## src/rtl/vmicro16_rst_seq_pkg.sv

```systemverilog
// Shared state encodings and default build sizes for the vmicro16 reset sequencer.
// The SoC top and the benches take their defaults from here so they agree.
package vmicro16_rst_seq_pkg;

    typedef enum logic [1:0] {
        S_HOLD    = 2'd0,
        S_RELEASE = 2'd1,
        S_RUN     = 2'd2
    } rst_state_e;

    localparam int DEF_CORES       = 4;
    localparam int DEF_HOLD_CYCLES = 2;
    localparam int DEF_STAGGER     = 1;

endpackage

```

## src/rtl/vmicro16_rst_cnt.sv

```systemverilog
// Per-core reset flop with a soft-reset down-counter; a reload while active extends the reset.
// Latency: rst rises the edge after load and stays high for HOLD_CYCLES cycles. Backpressure: none.
module vmicro16_rst_cnt
    import vmicro16_rst_seq_pkg::*;
#(
    parameter int HOLD_CYCLES = DEF_HOLD_CYCLES,
    parameter int CW          = 3
) (
    input  logic clk,
    input  logic reset,
    input  logic clr,
    input  logic rel,
    input  logic load,
    output logic rst,
    output logic rst_nxt
);

    logic [CW-1:0] cnt_q, cnt_d;
    logic          soft_q, soft_d;
    logic          rst_q, rst_d;

    always_comb begin
        cnt_d  = cnt_q;
        soft_d = soft_q;
        rst_d  = rst_q;
        if (clr) begin
            rst_d  = 1'b1;
            cnt_d  = '0;
            soft_d = 1'b0;
        end else if (rel) begin
            rst_d = 1'b0;
        end else if (load) begin
            rst_d  = 1'b1;
            cnt_d  = CW'(HOLD_CYCLES - 1);
            soft_d = 1'b1;
        end else if (soft_q) begin
            if (cnt_q == '0) begin
                rst_d  = 1'b0;
                soft_d = 1'b0;
            end else begin
                cnt_d = cnt_q - CW'(1);
            end
        end
    end

    always_ff @(posedge clk) begin
        if (reset) begin
            rst_q  <= 1'b1;
            cnt_q  <= '0;
            soft_q <= 1'b0;
        end else begin
            rst_q  <= rst_d;
            cnt_q  <= cnt_d;
            soft_q <= soft_d;
        end
    end

    assign rst     = rst_q;
    assign rst_nxt = rst_d;

endmodule

```

## src/rtl/vmicro16_rst_seq.sv

```systemverilog
// Power-on reset sequencer: holds all cores, releases them in index order, then serves soft resets.
// Latency: all outputs registered, no input-to-output combinational path. Backpressure: none.
module vmicro16_rst_seq
    import vmicro16_rst_seq_pkg::*;
#(
    parameter int CORES       = DEF_CORES,
    parameter int HOLD_CYCLES = DEF_HOLD_CYCLES,
    parameter int STAGGER     = DEF_STAGGER,
    parameter int CW          = $clog2(HOLD_CYCLES * STAGGER + 1) + 1
) (
    input  logic             clk,
    input  logic             reset,
    input  logic [CORES-1:0] soft_rst_req,
    input  logic             soft_all,
    output logic [CORES-1:0] rst_out,
    output logic             ready,
    output logic             busy
);

    localparam int IW = (CORES > 1) ? $clog2(CORES) : 1;

    rst_state_e    state_q, state_d;
    logic [CW-1:0] hold_q, hold_d;
    logic [CW-1:0] stag_q, stag_d;
    logic [IW-1:0] idx_q, idx_d;
    logic          ready_q, ready_d;
    logic          busy_q, busy_d;

    logic [CORES-1:0] rel;
    logic [CORES-1:0] load;
    logic [CORES-1:0] rst_nxt;

    always_comb begin
        state_d = state_q;
        hold_d  = hold_q;
        stag_d  = stag_q;
        idx_d   = idx_q;
        ready_d = ready_q;
        rel     = '0;
        if (soft_all) begin
            state_d = S_HOLD;
            hold_d  = '0;
            stag_d  = '0;
            idx_d   = '0;
            ready_d = 1'b0;
        end else begin
            unique case (state_q)
                S_HOLD: begin
                    if (hold_q == CW'(HOLD_CYCLES - 1)) begin
                        rel[0] = 1'b1;
                        idx_d  = IW'(1);
                        stag_d = '0;
                        hold_d = '0;
                        if (CORES == 1) begin
                            state_d = S_RUN;
                            ready_d = 1'b1;
                        end else begin
                            state_d = S_RELEASE;
                        end
                    end else begin
                        hold_d = hold_q + CW'(1);
                    end
                end
                S_RELEASE: begin
                    if (stag_q == CW'(STAGGER - 1)) begin
                        stag_d = '0;
                        for (int i = 0; i < CORES; i++) begin
                            rel[i] = (idx_q == IW'(i));
                        end
                        if (idx_q == IW'(CORES - 1)) begin
                            state_d = S_RUN;
                            ready_d = 1'b1;
                        end else begin
                            idx_d = idx_q + IW'(1);
                        end
                    end else begin
                        stag_d = stag_q + CW'(1);
                    end
                end
                S_RUN: begin
                end
                default: state_d = S_HOLD;
            endcase
        end
        // Soft requests only count once the power-on sequence has finished.
        load   = (state_q == S_RUN) ? soft_rst_req : '0;
        busy_d = |rst_nxt;
    end

    always_ff @(posedge clk) begin
        if (reset) begin
            state_q <= S_HOLD;
            hold_q  <= '0;
            stag_q  <= '0;
            idx_q   <= '0;
            ready_q <= 1'b0;
            busy_q  <= 1'b1;
        end else begin
            state_q <= state_d;
            hold_q  <= hold_d;
            stag_q  <= stag_d;
            idx_q   <= idx_d;
            ready_q <= ready_d;
            busy_q  <= busy_d;
        end
    end

    for (genvar g = 0; g < CORES; g++) begin : g_core
        vmicro16_rst_cnt #(
            .HOLD_CYCLES(HOLD_CYCLES),
            .CW         (CW)
        ) u_cnt (
            .clk    (clk),
            .reset  (reset),
            .clr    (soft_all),
            .rel    (rel[g]),
            .load   (load[g]),
            .rst    (rst_out[g]),
            .rst_nxt(rst_nxt[g])
        );
    end

    assign ready = ready_q;
    assign busy  = busy_q;

`ifdef FORMAL
    initial begin
        assert (CORES >= 1);
        assert (HOLD_CYCLES >= 1);
        assert (STAGGER >= 1);
    end
`endif

endmodule

```

## config.mk

```make
export PLATFORM = sky130hd
export DESIGN_NAME = vmicro16_rst_seq
export DESIGN_NICKNAME = d
export VERILOG_FILES = /design/src/rtl/vmicro16_rst_seq_pkg.sv /design/src/rtl/vmicro16_rst_cnt.sv /design/src/rtl/vmicro16_rst_seq.sv
export SDC_FILE = /design/constraint.sdc
export NUM_CORES = 1
export LEC_CHECK = 0
export ABC_CLOCK_PERIOD_IN_PS = 4470
export CAP_MARGIN = 20
export CORE_ASPECT_RATIO = 1.25
export CORE_MARGIN = 2
export CORE_UTILIZATION = 62
export DETAILED_ROUTE_END_ITERATION = 10
export PLACE_DENSITY = 0.84
export SYNTH_ARGS = -nofsm -noshare
export SYNTH_HDL_FRONTEND = slang
export SYNTH_SLANG_ARGS = --single-unit
export TNS_END_PERCENT = 50
```

## constraint.sdc

```tcl
create_clock -name clk -period 4.47 [get_ports clk]
set_input_delay 0.894 -clock clk [delete_from_list [all_inputs] [get_ports clk]]
set_output_delay 0.894 -clock clk [all_outputs]
set_load 0.05 [all_outputs]
```

==> results of run 1 <==
-- power breakdown --
group	internal (W)	total, W	switching [W]
clock network	0.0000775	0.000174	0.0000964
logic	0.0000125	0.0000288	0.0000163
registers	0.000286	0.000289	0.00000231
-- layout make-up --
class | instances | area [µm²] | area share
Multi-Input combinational cell | 139 | 967 | 0.509
Sequential cell | 32 | 641 | 0.337
Timing Repair Buffer | 13 | 128 | 0.0671
Inverter | 17 | 63.8 | 0.0336
Clock buffer | 8 | 58.8 | 0.0309
Tap cell | 34 | 42.5 | 0.0224
-- cells by family after synthesis --
kind of cell	after synthesis	synth area share
simple gates	74	0.248
compound gates	45	0.174
flops	32	0.367
buf+inv	28	0.0782
fa+ha+maj	14	0.100
xor+xnor	3	0.0151
mux	3	0.0172
-- state kept, by name, indices dropped and copies added (netlist names) --
register             count
busy                     1
stag_q                   3
g_core.u_cnt.cnt_q      12
state_q                  2
g_core.u_cnt.soft_q      4
ready                    1
g_core.u_cnt.rst         4
idx_q                    2
hold_q                   3
-- worst paths after layout --
check | slack (ps) | endpoint | depth (start not counted) | start
setup / recovery | 2070 | rst_out[3] | 1 | g_core[3].u_cnt.rst
hold / removal | 480 | g_core[3].u_cnt.cnt_q[1] | 2 | g_core[3].u_cnt.cnt_q[1]
setup reg to reg | 2310 | busy | 4 | state_q[0]
hold reg to reg | 480 | g_core[3].u_cnt.cnt_q[1] | 2 | g_core[3].u_cnt.cnt_q[1]
-- stage by stage --
stage                     power (W)  hold slack [ps]  area [µm²]  utilization  std cells
after global placement     0.000323              459        1840        0.687        235
after floorplan            0.000313              438        1740            -        199
final                      0.000492              479        1900        0.709        243
after detailed placement   0.000324              469        1840        0.687        235
after CTS                  0.000492              481        1900        0.709        243
after global routing       0.000513              505        1900        0.709        243
-- per-layer routing --
| metal | track usage | routed length (µm) | vias to the layer above |
|---|---|---|---|
| met3 | 0.0735 | 137 | 13 |
| met5 | 0 | 0 | - |
| met2 | 0.449 | 1860 | 33 |
| li1 | - | - | 718 |
| met1 | 0.289 | 1530 | 684 |
| met4 | 0.115 | 107 | 0 |
-- placed cells by master, fill, tap and decap left out, types with 2 or more instances in the layout --
| cell type | count |
|---|---|
| ha_1 | 14 |
| nand3_1 | 9 |
| and3b_1 | 3 |
| o21bai_1 | 2 |
| a211oi_1 | 3 |
| nor3b_1 | 3 |
| clkbuf_4 | 5 |
| o211a_1 | 2 |
| nor2_1 | 13 |
| a21o_1 | 2 |
| and2_1 | 2 |
| nand2_1 | 8 |
| o21ai_0 | 7 |
| or3_1 | 4 |
| o31ai_1 | 2 |
| o21a_1 | 2 |
| or4_1 | 4 |
| clkbuf_1 | 2 |
| a21oi_1 | 16 |
| mux2i_1 | 3 |
| nand2b_1 | 9 |
| nor2b_1 | 3 |
| dfxtp_1 | 32 |
| inv_1 | 17 |
| nor3_1 | 4 |
| xor2_1 | 2 |
| nand4_1 | 2 |
| nand3b_1 | 5 |
| o221a_2 | 2 |
| clkdlybuf4s50_1 | 12 |
==> reports/metrics.cfg, run 1 <==
[job]
max-cap-violations = 0

[pwr]
irDropWorstVdd_mv = 0.250
p_per_area_mw_per_mm2 = 259
p_leak_nw = 0.710

[clocking]
clk_latency_ps = 330
numCtsBuffers = 5
cts_resized = 0
path_clk_slew_ps = 90
cts.path.max_buffers = 2
root_buffer = clkbuf_4
htreeDepth = 2
clock-sinks = 32
cts_tree = built
post_cts_buffers = 0
cts_hold_buf = 0

[sta]
min_period_over_period = 0.537
slew_violations = 0
setup_ws_ps = 2070
worst_slew_pin_slew_ps = 736
timing.final.crit_period_ps = 2400
skew_ps = 4.39
setup_viol = 0
max_slew_margin = 0.507
grt_setup_unrepaired = no
hold_violations = 0
finalSetupTns_ps = 0
clock.fmax_mhz = 417

[die]
io_pins = 13
initial_core_util = 0.651
coreArea_mm2 = 0.00268
fp.dieH_um = 63.3
dieArea_mm2 = 0.00326
die_w_um = 51.4
rows = 21

[grt]
track_usage = 0.260
antenna_found_initial = 0
grt_start_max_net_pins = 24
grt_pass1_vias = 1488
grt-ovfl-total = 0
grt_pass1_wl_um = 6420

[logic_synthesis]
synth_common_cells = dfxtp_1 (32), inv_1 (17), a21oi_1 (16)
ys_ff_latch = 32
syn_area_per_cell_um2 = 8.76
yosys_warnings = 0
ys_seq_area_frac = 0.367
synth_edf_count = 0
syn_inst = 199
ys_types = 44
synth_nets = 220
synthArstFlopShare = 0
ys.flop_type = dfxtp_1
synth.most_common_cell = dfxtp_1
synth_area_mm2 = 0.00174
yosysTopAreaCellShare = 0.367
yosys-top-cells-area = dfxtp_1 (37%), ha_1 (10%), a21oi_1 (4.6%), inv_1 (3.7%), nand2b_1 (3.2%)
synth_top_cell_by_area = dfxtp_1

[place]
dp_slack_ps = 1830
portBuffers = 12
gp_congestion = 0.877
hpwl_um = 2650

[detailed_routing]
dr.pass1.iters = 6
vias = 1448
vias_per_cell = 5.96
drc_errors = 0
drt_iter0_markers = 39
ant_nets = 0
wl_per_cell_um = 15.0
drt_wl_total_um = 3640

[run_status]
outcome = completed

[final_layout]
n_fill_cell = 225
syn_to_final_growth_pct = 8.97
n_antenna_cell = 0
drive_above_1_share = 0.0478
fin_nets = 229

[setup_path]
required_ps = 3580
critPathBufInv = 1
end_kind = output port
cp_data_arrival_time_ps = 1500
crit_chain = clkdlybuf4s50_1
crit_family = buffers and inverters
critical_path.max_stage_delay_ps = 810
crit_fanout = 2
critPathKind = flip-flop to output port
crit_slowest_cell = clkdlybuf4s50_1
start_kind = flip-flop

[hold_path]
min_path_type = flip-flop to flip-flop

Note: power is estimated with default switching activity, not from simulation.
==> run 2, diff against run 1 <==
--- a/config.mk
+++ b/config.mk
@@ -5,13 +5,13 @@
 export SDC_FILE = /design/constraint.sdc
 export NUM_CORES = 1
 export LEC_CHECK = 0
-export ABC_CLOCK_PERIOD_IN_PS = 4470
+export ABC_CLOCK_PERIOD_IN_PS = 2300
 export CAP_MARGIN = 20
 export CORE_ASPECT_RATIO = 1.25
 export CORE_MARGIN = 2
-export CORE_UTILIZATION = 62
+export CORE_UTILIZATION = 57
 export DETAILED_ROUTE_END_ITERATION = 10
-export PLACE_DENSITY = 0.84
+export PLACE_DENSITY = 0.78
 export SYNTH_ARGS = -nofsm -noshare
 export SYNTH_HDL_FRONTEND = slang
 export SYNTH_SLANG_ARGS = --single-unit
==> constraint.sdc (replaced) <==
create_clock -name clk -period 2.3 [get_ports clk]
set_input_delay 0.46 -clock clk [delete_from_list [all_inputs] [get_ports clk]]
set_output_delay 0.46 -clock clk [all_outputs]
set_load 0.05 [all_outputs]
==> reports/metrics.cfg, run 2 (synthesis results as in run 1) <==
[run_status]
outcome = completed

[die]
rows = 22  ; +4.8%
die_w_um = 53.5  ; +4.0%
io_pins = 13  ; unchanged
initial_core_util = 0.598  ; -0.0530
fp.dieH_um = 65.8  ; +4.0%
coreArea_mm2 = 0.00292  ; +8.9%
dieArea_mm2 = 0.00352  ; +8.1%

[sta]
hold_violations = 0  ; unchanged
min_period_over_period = 0.888
setup_viol = 0  ; unchanged
clock.fmax_mhz = 490
max_slew_margin = 0.598  ; +0.0911
skew_ps = 3.48  ; -0.904 ps
grt_setup_unrepaired = no
finalSetupTns_ps = 0  ; unchanged
slew_violations = 0  ; unchanged
timing.final.crit_period_ps = 2040
worst_slew_pin_slew_ps = 601  ; -135 ps

[clocking]
cts_resized = 0  ; unchanged
post_cts_buffers = 0  ; unchanged
clk_latency_ps = 330  ; about the same
numCtsBuffers = 5  ; unchanged
cts_hold_buf = 0  ; unchanged
cts_tree = built
clock-sinks = 32  ; unchanged
cts.path.max_buffers = 2  ; unchanged
htreeDepth = 2  ; unchanged
path_clk_slew_ps = 100  ; about the same
root_buffer = clkbuf_4

[place]
gp_congestion = 0.856  ; -2.4%
portBuffers = 12  ; unchanged
hpwl_um = 2630  ; -1.1%

[detailed_routing]
wl_per_cell_um = 14.2  ; -5.4%
dr.pass1.iters = 4  ; -2
ant_nets = 0  ; unchanged
drt_iter0_markers = 37  ; -5.1%
drt_wl_total_um = 3510  ; -3.4%
vias_per_cell = 5.85  ; -1.9%
drc_errors = 0  ; unchanged
vias = 1450  ; +0.14%

[setup_path]
end_kind = flip-flop
cp_data_arrival_time_ps = 2260  ; +760 ps
required_ps = 2520  ; -1060 ps
critPathKind = flip-flop to flip-flop
crit_fanout = 8  ; +6
start_kind = flip-flop

[grt]
antenna_found_initial = 0  ; unchanged
track_usage = 0.233  ; -0.0273
grt-ovfl-total = 0  ; unchanged
grt_start_max_net_pins = 24  ; unchanged
grt_pass1_vias = 1454  ; -2.3%
grt_pass1_wl_um = 6010  ; -6.4%

[final_layout]
n_antenna_cell = 0  ; unchanged
syn_to_final_growth_pct = 10.1
layout_common_cells = dfxtp_1 (32), inv_1 (17), a21oi_1 (16)
top_register = g_core.u_cnt.cnt_q
layout_commonest_cell = dfxtp_1
drive_above_1_share = 0.0660  ; +0.0182
fin_nets = 233  ; +1.7%
largest_reg_flops = 12  ; unchanged

[job]
max-cap-violations = 0  ; unchanged

[pwr]
finalPower_w = 0.000920  ; +87%
irDropWorstVdd_mv = 0.401  ; +61%
p_per_area_mw_per_mm2 = 479  ; +85%
p_leak_nw = 0.727  ; +2.3%

[hold_path]
min_path_type = flip-flop to flip-flop

-- run 2: critical path, stage by stage, from the launching register on --
cell and delay (ps):
dfxtp_1 350, inv_1 70, ha_1 200, and4bb_1 390, nand2_1 120, a311o_1 340, or4_1 460
-- run 2: power by group --
part	switching, W	total (W)	leakage, nW	internal [W]
clock	0.000187	0.000299	0.0281	0.000112
combinational	0.0000345	0.0000617	0.441	0.0000271
sequential	0.00000254	0.000559	0.258	0.000557
total	0.000224	0.000920	0.727	0.000696
-- run 2: layout make-up --
class	count	area, µm²
clock inverter	1	5.00
timing repair buffer	17	158
fill	259	997
sequential	32	641
inverter	17	63.8
clock buffer	6	41.3
multi-input combinational	139	967
tap	36	45.0
-- run 2: path summary, 6_finish.rpt --
check / start / endpoint / slack, ps / depth (start not counted)
setup / recovery: stag_q[0] / busy / 260 / 6
hold / removal: g_core[1].u_cnt.cnt_q[0] / g_core[1].u_cnt.cnt_q[0] / 480 / 1
setup reg to reg: stag_q[0] / busy / 260 / 6
hold reg to reg: g_core[1].u_cnt.cnt_q[0] / g_core[1].u_cnt.cnt_q[0] / 480 / 1
-- run 2: per-layer routing --
layer  global-route usage  share of wire
met5                    0              0
met4                0.103          0.019
met3               0.0724          0.026
met2                0.397           0.52
met1                0.259           0.43
-- run 2: per-stage QoR --
stage	hold WS [ps]	std cells	cell area, µm²	setup slack [ps]	utilization
2_1_floorplan	438	199	1740	339	-
3_3_place_gp	456	241	1870	157	0.642
3_5_place_dp	464	241	1870	83.6	0.642
6_report	481	248	1920	258	0.658
4_1_cts	484	248	1920	243	0.658
5_1_grt	495	248	1920	140	0.658
==> run 3, diff against run 2 <==
--- a/config.mk
+++ b/config.mk
@@ -11,6 +11,7 @@
 export CORE_MARGIN = 2
 export CORE_UTILIZATION = 57
 export DETAILED_ROUTE_END_ITERATION = 10
+export HOLD_SLACK_MARGIN = 0.06
 export PLACE_DENSITY = 0.78
 export SYNTH_ARGS = -nofsm -noshare
 export SYNTH_HDL_FRONTEND = slang
==> results of run 3 <==
No change in the layout: final DEF, timing and power equal those of run 2.
